--- config.mk ---
export PLATFORM = sky130hd
export DESIGN_NAME = pixel_window_loader_flat
export DESIGN_NICKNAME = d
export VERILOG_FILES = /design/src/rtl/pixel_window_loader_if.sv /design/src/rtl/pixel_window_loader.sv /design/src/flat_wrapper.sv
export SDC_FILE = /design/constraint.sdc
export NUM_CORES = 1
export LEC_CHECK = 0
export CAP_MARGIN = 20
export CORE_MARGIN = 3
export CORE_UTILIZATION = 55
export DETAILED_ROUTE_END_ITERATION = 16
export HOLD_SLACK_MARGIN = 0.1
export PLACE_DENSITY = 0.79
export RECOVER_POWER = 25
export SLEW_MARGIN = 20
export SYNTH_ARGS = -nofsm -noshare
export SYNTH_HDL_FRONTEND = slang
export SYNTH_SLANG_ARGS = --single-unit
export TNS_END_PERCENT = 30
--- constraint.sdc ---
create_clock -name clk -period 6.9 [get_ports clk]
set_input_delay 1.38 -clock clk [delete_from_list [all_inputs] [get_ports clk]]
set_output_delay 1.38 -clock clk [all_outputs]
set_load 0.01 [all_outputs]
--- src/rtl/pixel_window_loader_if.sv ---
// Read-side bus between the window loader and the input-frame BRAM.
// The loader is the master: it issues enable/address and receives data one cycle later.
interface pixel_window_loader_if #(
  parameter int PIX_WIDTH  = 8,
  parameter int ADDR_WIDTH = 20
);
  logic                  bram_en;
  logic [ADDR_WIDTH-1:0] bram_addr;
  logic [PIX_WIDTH-1:0]  bram_dout;

  modport master (output bram_en, output bram_addr, input  bram_dout);
  modport slave  (input  bram_en, input  bram_addr, output bram_dout);
endinterface

--- src/rtl/pixel_window_loader.sv ---
// 3x3 pixel window loader: fetches input-frame pixels from BRAM on each request,
// slides one column per request, restarts at column 0 of the next row on new_line,
// and presents the window as a registered output with a one-cycle ack pulse.
module pixel_window_loader #(
  parameter int PIX_WIDTH      = 8,
  parameter int DIMM_BUS_WIDTH = 16,
  parameter int ADDR_WIDTH     = 20
) (
  input  logic                      clk,
  input  logic                      resetn,
  input  logic [DIMM_BUS_WIDTH-1:0] frame_input_width,
  input  logic [DIMM_BUS_WIDTH-1:0] frame_input_height,
  input  logic                      start,
  input  logic                      req_pix,
  input  logic                      new_line,
  output logic                      pix_ctrl_ack,
  output logic [9*PIX_WIDTH-1:0]    window,
  pixel_window_loader_if.master     bram,
  output logic                      overrun
);

  localparam logic [1:0] S_IDLE     = 2'd0;
  localparam logic [1:0] S_LOAD     = 2'd1;
  localparam logic [1:0] S_ACK      = 2'd2;
  localparam logic [1:0] S_WAIT_LOW = 2'd3;

  localparam logic [DIMM_BUS_WIDTH-1:0] MIN_DIM   = 3;
  localparam logic [DIMM_BUS_WIDTH:0]   EDGE_STEP = 4;

  logic [1:0]                state;
  logic [DIMM_BUS_WIDTH-1:0] width_r;
  logic [DIMM_BUS_WIDTH-1:0] height_r;
  logic [DIMM_BUS_WIDTH-1:0] row;
  logic [DIMM_BUS_WIDTH-1:0] col;
  logic [ADDR_WIDTH-1:0]     row_base;
  logic                      first_req;
  logic                      ovr_r;
  logic                      ack_r;
  logic [9*PIX_WIDTH-1:0]    win_r;

  // read issue side: (rd_j, rd_k) is the window column/row of the read on the bus
  logic                      en_r;
  logic [1:0]                rd_j;
  logic [1:0]                rd_k;
  // capture side: the same coordinates delayed by the BRAM latency
  logic                      cap_en;
  logic [1:0]                cap_j;
  logic [1:0]                cap_k;
  logic [3:0]                cap_idx;

  logic [ADDR_WIDTH-1:0]     width_a;
  logic [ADDR_WIDTH-1:0]     row_off;
  logic [ADDR_WIDTH-1:0]     addr_sum;
  logic                      col_ok;
  logic                      row_ok;
  logic                      col_step;

  // edge checks: next column needs col+1 <= width-3, next row needs row+1 <= height-3
  assign col_ok   = ({1'b0, col} + EDGE_STEP) <= {1'b0, width_r};
  assign row_ok   = ({1'b0, row} + EDGE_STEP) <= {1'b0, height_r};
  assign col_step = (state == S_IDLE) && req_pix && !first_req && !new_line && col_ok;

  assign width_a  = ADDR_WIDTH'(width_r);
  assign cap_idx  = ({2'b00, cap_k} * 4'd3) + {2'b00, cap_j};

  // row offset within the window without a multiplier: 0, width, 2*width
  always_comb begin
    row_off = '0;
    case (rd_k)
      2'd1:    row_off = width_a;
      2'd2:    row_off = width_a << 1;
      default: row_off = '0;
    endcase
  end

  assign addr_sum       = row_base + row_off + ADDR_WIDTH'(col) + ADDR_WIDTH'(rd_j);
  assign bram.bram_en   = en_r;
  assign bram.bram_addr = en_r ? addr_sum : '0;
  assign pix_ctrl_ack   = ack_r;
  assign overrun        = ovr_r;
  assign window         = win_r;

  // request FSM, frame position tracking and BRAM read sequencing
  always_ff @(posedge clk or negedge resetn) begin
    if (!resetn) begin
      state     <= S_IDLE;
      width_r   <= '0;
      height_r  <= '0;
      row       <= '0;
      col       <= '0;
      row_base  <= '0;
      first_req <= 1'b1;
      ovr_r     <= 1'b0;
      ack_r     <= 1'b0;
      en_r      <= 1'b0;
      rd_j      <= '0;
      rd_k      <= '0;
      cap_en    <= 1'b0;
      cap_j     <= '0;
      cap_k     <= '0;
    end else if (start) begin
      state     <= S_IDLE;
      width_r   <= frame_input_width;
      height_r  <= frame_input_height;
      row       <= '0;
      col       <= '0;
      row_base  <= '0;
      first_req <= 1'b1;
      ovr_r     <= (frame_input_width < MIN_DIM) || (frame_input_height < MIN_DIM);
      ack_r     <= 1'b0;
      en_r      <= 1'b0;
      rd_j      <= '0;
      rd_k      <= '0;
      cap_en    <= 1'b0;
    end else begin
      ack_r <= 1'b0;
      case (state)
        S_IDLE: begin
          if (req_pix) begin
            if (first_req) begin
              row      <= '0;
              col      <= '0;
              row_base <= '0;
              rd_j     <= 2'd0;
              rd_k     <= 2'd0;
              en_r     <= 1'b1;
              state    <= S_LOAD;
            end else if (new_line) begin
              if (row_ok) begin
                row      <= row + DIMM_BUS_WIDTH'(1);
                col      <= '0;
                row_base <= row_base + width_a;
                rd_j     <= 2'd0;
                rd_k     <= 2'd0;
                en_r     <= 1'b1;
                state    <= S_LOAD;
              end else begin
                ovr_r <= 1'b1;
                ack_r <= 1'b1;
                state <= S_ACK;
              end
            end else begin
              if (col_ok) begin
                // column load only fetches the new rightmost window column
                col   <= col + DIMM_BUS_WIDTH'(1);
                rd_j  <= 2'd2;
                rd_k  <= 2'd0;
                en_r  <= 1'b1;
                state <= S_LOAD;
              end else begin
                ovr_r <= 1'b1;
                ack_r <= 1'b1;
                state <= S_ACK;
              end
            end
          end
        end
        S_LOAD: begin
          // walk rows 0..2 within a column, then the next column; stop after (2,2)
          if (en_r) begin
            if (rd_k != 2'd2) begin
              rd_k <= rd_k + 2'd1;
            end else if (rd_j != 2'd2) begin
              rd_k <= 2'd0;
              rd_j <= rd_j + 2'd1;
            end else begin
              en_r <= 1'b0;
            end
          end
          cap_en <= en_r;
          cap_j  <= rd_j;
          cap_k  <= rd_k;
          if (cap_en && (cap_j == 2'd2) && (cap_k == 2'd2)) begin
            ack_r <= 1'b1;
            state <= S_ACK;
          end
        end
        S_ACK: begin
          first_req <= 1'b0;
          state     <= S_WAIT_LOW;
        end
        S_WAIT_LOW: begin
          if (!req_pix) state <= S_IDLE;
        end
        default: state <= S_IDLE;
      endcase
    end
  end

  // window register: shift left on a column step, then fill from BRAM captures
  always_ff @(posedge clk or negedge resetn) begin
    if (!resetn) begin
      win_r <= '0;
    end else if (!start) begin
      if (col_step) begin
        for (int unsigned r = 0; r < 3; r++) begin
          win_r[PIX_WIDTH*(3*r)   +: PIX_WIDTH] <= win_r[PIX_WIDTH*(3*r+1) +: PIX_WIDTH];
          win_r[PIX_WIDTH*(3*r+1) +: PIX_WIDTH] <= win_r[PIX_WIDTH*(3*r+2) +: PIX_WIDTH];
        end
      end else if ((state == S_LOAD) && cap_en) begin
        for (int unsigned i = 0; i < 9; i++) begin
          if (cap_idx == 4'(i)) win_r[PIX_WIDTH*i +: PIX_WIDTH] <= bram.bram_dout;
        end
      end
    end
  end

endmodule

--- src/flat_wrapper.sv ---
// flat-port wrapper written by rule: the top's interface ports become plain ports
module pixel_window_loader_flat 
#(
  parameter int PIX_WIDTH      = 8,
  parameter int DIMM_BUS_WIDTH = 16,
  parameter int ADDR_WIDTH     = 20
)
  (clk, resetn, frame_input_width, frame_input_height, start, req_pix, new_line, pix_ctrl_ack, window, overrun, bram_bram_en, bram_bram_addr, bram_bram_dout);
  pixel_window_loader_if #(.PIX_WIDTH(PIX_WIDTH), .ADDR_WIDTH(ADDR_WIDTH)) bram_i ();
  input  logic clk;
  input  logic resetn;
  input  logic [DIMM_BUS_WIDTH-1:0] frame_input_width;
  input  logic [DIMM_BUS_WIDTH-1:0] frame_input_height;
  input  logic start;
  input  logic req_pix;
  input  logic new_line;
  output logic pix_ctrl_ack;
  output logic [9*PIX_WIDTH-1:0] window;
  output logic overrun;
  output wire logic [$bits(bram_i.bram_en)-1:0] bram_bram_en;
  output wire logic [$bits(bram_i.bram_addr)-1:0] bram_bram_addr;
  input wire logic [$bits(bram_i.bram_dout)-1:0] bram_bram_dout;
  assign bram_bram_en = bram_i.bram_en;
  assign bram_bram_addr = bram_i.bram_addr;
  assign bram_i.bram_dout = bram_bram_dout;
  pixel_window_loader #(.PIX_WIDTH(PIX_WIDTH), .DIMM_BUS_WIDTH(DIMM_BUS_WIDTH), .ADDR_WIDTH(ADDR_WIDTH)) u_core (.clk(clk), .resetn(resetn), .frame_input_width(frame_input_width), .frame_input_height(frame_input_height), .start(start), .req_pix(req_pix), .new_line(new_line), .pix_ctrl_ack(pix_ctrl_ack), .window(window), .bram(bram_i), .overrun(overrun));
endmodule
==> metrics.csv <==
stage,metric,value,unit
status,failing checks,"capacitance limit, slew limit",
timing,fmax,152.0,MHz
pwr,Max IR drop VDD,0.0001626,V
synth,Main synth FF type,dfrtp_1,
clock_tree,CTS Buf Count,17,
clock_tree,CTS tree,built,
route,DR iter-0 viols,717,
timing,Tightest Pin Transition,4778,ps
timing,worst clock skew,10.68,ps
finish,Area growth syn-to-layout,18.79,%
global_route,initial antenna violation count,0,
finish,cell area after layout,13530,µm²
floorplanning,die area,22470,µm²
place,dpl hpwl,22.29,mm
timing,Rel. slew slack,-2.185,
place,buffers added on ports,139,
route,Routed Antenna Nets,0,
floorplanning,Cell Rows,52,
clock_tree,clk sinks,171,
global_route,GRT overflow,0,
floorplanning,core area,20300,µm²
synth,Yosys reg bits,171,
synth,Synth Net Count,1430,
pwr,internal power,2.269,mW
floorplanning,number of I/O pins,140,
synth,"Cell Area, Synth",11390,µm²
finish,"most common cell after layout, fill and taps aside",dfrtp_1,
finish,Layout fillers,1679,
timing,fin crit share,0.9534,
clock_tree,CTS H-tree lvls,4,
synth,Synth area leaders,"dfrtp_1 (37%), ha_1 (11%), a21oi_1 (6.5%), nor2_1 (3.9%), inv_1 (3.9%)",
setup_path,CP Class,flop to output pin,
setup_path,Crit Path Max Fanout,14,
clock_tree,Post-CTS Hold Buffers,0,
finish,"commonest non-fill, non-tap cells in the layout","dfrtp_1 (170), a21oi_1 (146), clkdlybuf4s50_1 (137)",
timing,final hold violation count,0,
setup_path,RR Startpoint,u_core.row[5]$_DFFE_PN0P_,
pwr,Sw Pwr,1.174,mW
setup_path,Slowest Stage Delay on Critical Path,550,ps
clock_tree,CTS root buffer,clkbuf_16,
place,placed cell areas,12920,µm²
route,TritonRoute pass-1 iters,5,
global_route,largest net degree at the start of global routing,110,
setup_path,crit path launch type,flop,
timing,fin. max-slew vios,195,
floorplanning,starting density of the core,0.5610,
timing,final worst slack,321.7,ps
route,Residual DRC,0,
route,average wire per standard cell,17.78,µm
pwr,Switching Fraction,0.3409,
setup_path,WP data arrival,5200,ps
route,routed vias/inst,5.883,
clock_tree,register clock-pin slew on the reported worst setup and hold paths,70,ps
clock_tree,Clock Latency Late Sink,430,ps
route,total number of vias,9766,
synth,"area leader, netlist",dfrtp_1,
setup_path,critical path data required time,5520,ps
place,routability congestion estimate,0.9198,
pwr,Gate power share,0.315,
clock_tree,maximum clock path buffer count,2,
finish,Register Area,4280,µm²
global_route,number of global-route vias before repair,9340,
synth,Post-synth EDFFs,0,
timing,RSZ-0062 raised after global routing,no,
synth,sequential element share of the synthesized area,0.3759,
worst_hold_path,Min-Delay Path Class,flop to flop,
global_route,All-Layer GR Usage,0.2640,
floorplanning,Chip Height,149.9,µm
timing,# setup viols final,0,
synth,Avg Inst Size Synth,9.017,µm²
setup_path,"most used cell, CP",ha_1,
synth,top cell type's share of synthesized area,0.3735,
finish,Final #Nets,1544,
setup_path,critical path capture point type,output pin,
worst_hold_path,Hold Startpoint,u_core.window[30]$_DFFE_PN0P_,
clock_tree,Post-CTS Repair Setup Buffers,0,
setup_path,Worst Setup SP,u_core.rd_k[0]$_DFFE_PN0P_,
pwr,Clk pwr share,0.287,
setup_path,CP max stage cell,clkdlybuf4s50_1,
pwr,sequential share of power,0.399,
route,Total Wirelength,29.51,mm
timing,Sum Neg Setup Slack,0,ps
clock_tree,CTS resizes,0,
pwr,Power per Cell Area,254.5,nW/µm²
pwr,leakage,6.162,nW
synth,post-synthesis cell count,1263,
finish,share of layout cells above drive strength 1,0.07122,
setup_path,critical-path cell list,inv_1 -> ha_1 -> and2_1 -> buf_4 -> a22oi_1 -> fa_1 -> inv_1 -> ha_1 -> ha_1 -> a211oi_1 -> o21ai_0 -> a211oi_1 -> nor2_1 -> o2111ai_1 -> nand3b_1 -> xnor2_1 -> nor2_1 -> clkdlybuf4s50_1,
run,Max Cap Violations,2,
timing,min Tclk post-route,6578,ps
setup_path,"Buf+Inv Stages, Crit Path",4,
floorplanning,die width,149.9,µm
status,status,finished with violations,
synth,Yosys warnings,0,
place,Place WS,807.0,ps
synth,"FFs w/ async S/R, synth",1.000,
setup_path,"delay-heaviest family, CP",compound AO/OA/AOI/OAI gates,
finish,Multi-input gate area,6426,µm²
global_route,first-pass GRT wire length,47.42,mm
synth,post-synthesis cell type count,77,
finish,n_diodes,0,
==> logic make-up after synthesis <==
kind of cell    count (synthesis)  synth area share
xor+xnor                       55           0.04230
compound gates                346            0.1839
simple gates                  365            0.1564
buf+inv                       171           0.06174
flops                         171            0.3759
mux                            33           0.03186
fa+ha+maj                     122            0.1479
==> metrics by stage <==
stage            util  cells  hold WS, ps  power, mW
2_1_floorplan       -   1263        466.6      1.894
3_3_place_gp   0.6367   1628        503.9      2.428
3_5_place_dp   0.6367   1628        502.8      2.459
4_1_cts        0.6662   1660        532.1      3.449
5_1_grt        0.6664   1660        539.8      3.613
6_report       0.6664   1660        529.9      3.443
==> Yosys cell counts, types with 10 or more instances <==
master,n
o21bai_1,10
xnor2_1,33
o21ai_0,83
inv_1,118
or3_1,13
ha_1,101
mux2_2,26
o211ai_1,10
clkbuf_1,26
nand2_1,103
and3_1,15
and2_1,10
a21oi_1,147
a21o_1,11
a211oi_1,13
buf_2,13
nor2_1,119
a22oi_1,16
nand3_1,32
xor2_1,22
nand4_1,17
fa_1,21
dfrtp_1,170
==> worst reg2reg max path: stages, from the launching register on <==
cell and delay, ps:
dfrtp_1 470, nand4_1 200, or2_2 380, inv_1 60, nand3_1 130, or2_2 340, nor2_1 120, xor2_1 200
ha_1 310, a21oi_1 170, nand3_1 100, a211oi_1 170, o21ai_1 190, a221o_1 610, or3_1 590, or4_1 440
a21oi_1 150
==> cell type report <==
class / count / share of cell area
Clock inverter: 14 / 0.01184
Tap cell: 270 / 0.02497
Sequential cell: 171 / 0.3164
Multi-Input combinational cell: 921 / 0.4750
Inverter: 120 / 0.03330
Timing Repair Buffer: 146 / 0.1060
Clock buffer: 18 / 0.03246
==> state kept, by name, indices dropped and copies added, names as in the netlist, 16 cells and up <==
name / count
u_core.window: 72
u_core.row_base: 20
u_core.height_r: 16
u_core.row: 16
u_core.width_r: 16
u_core.col: 16
==> power by group through the flow <==
| stage | Sequential, mW | Combinational [mW] | Clock, mW |
|---|---|---|---|
| after floorplan | 1.42 | 0.476 | 0 |
| after global placement | 1.38 | 1.05 | 0 |
| after detailed placement | 1.38 | 1.07 | 0 |
| after CTS | 1.37 | 1.08 | 0.997 |
| after global routing | 1.40 | 1.18 | 1.04 |
| final | 1.37 | 1.08 | 0.987 |
==> worst paths after layout <==
kind | depth (start not counted) | endpoint | slack, ps
min reg2reg | 2 | u_core.window[30]$_DFFE_PN0P_ | 530
max reg2reg | 16 | u_core.row[15]$_DFFE_PN0P_ | 2200
max | 18 | bram_bram_addr[16] | 320
max in group asynchronous | 1 | u_core.state[1]$_DFFE_PN0P_ | 1390
min in group asynchronous | 1 | u_core.window[5]$_DFFE_PN0P_ | 2810
min | 2 | u_core.window[30]$_DFFE_PN0P_ | 530
==> routing by layer <==
metal | global-route usage | wire length [µm] | share of wire
met4 | 0.06633 | 580 | 0.020
met5 | 0 | 0 | 0
met3 | 0.04240 | 1680 | 0.057
met1 | 0.3704 | 13050 | 0.44
met2 | 0.4303 | 14210 | 0.48
Note: power is estimated with default switching activity, not from simulation.
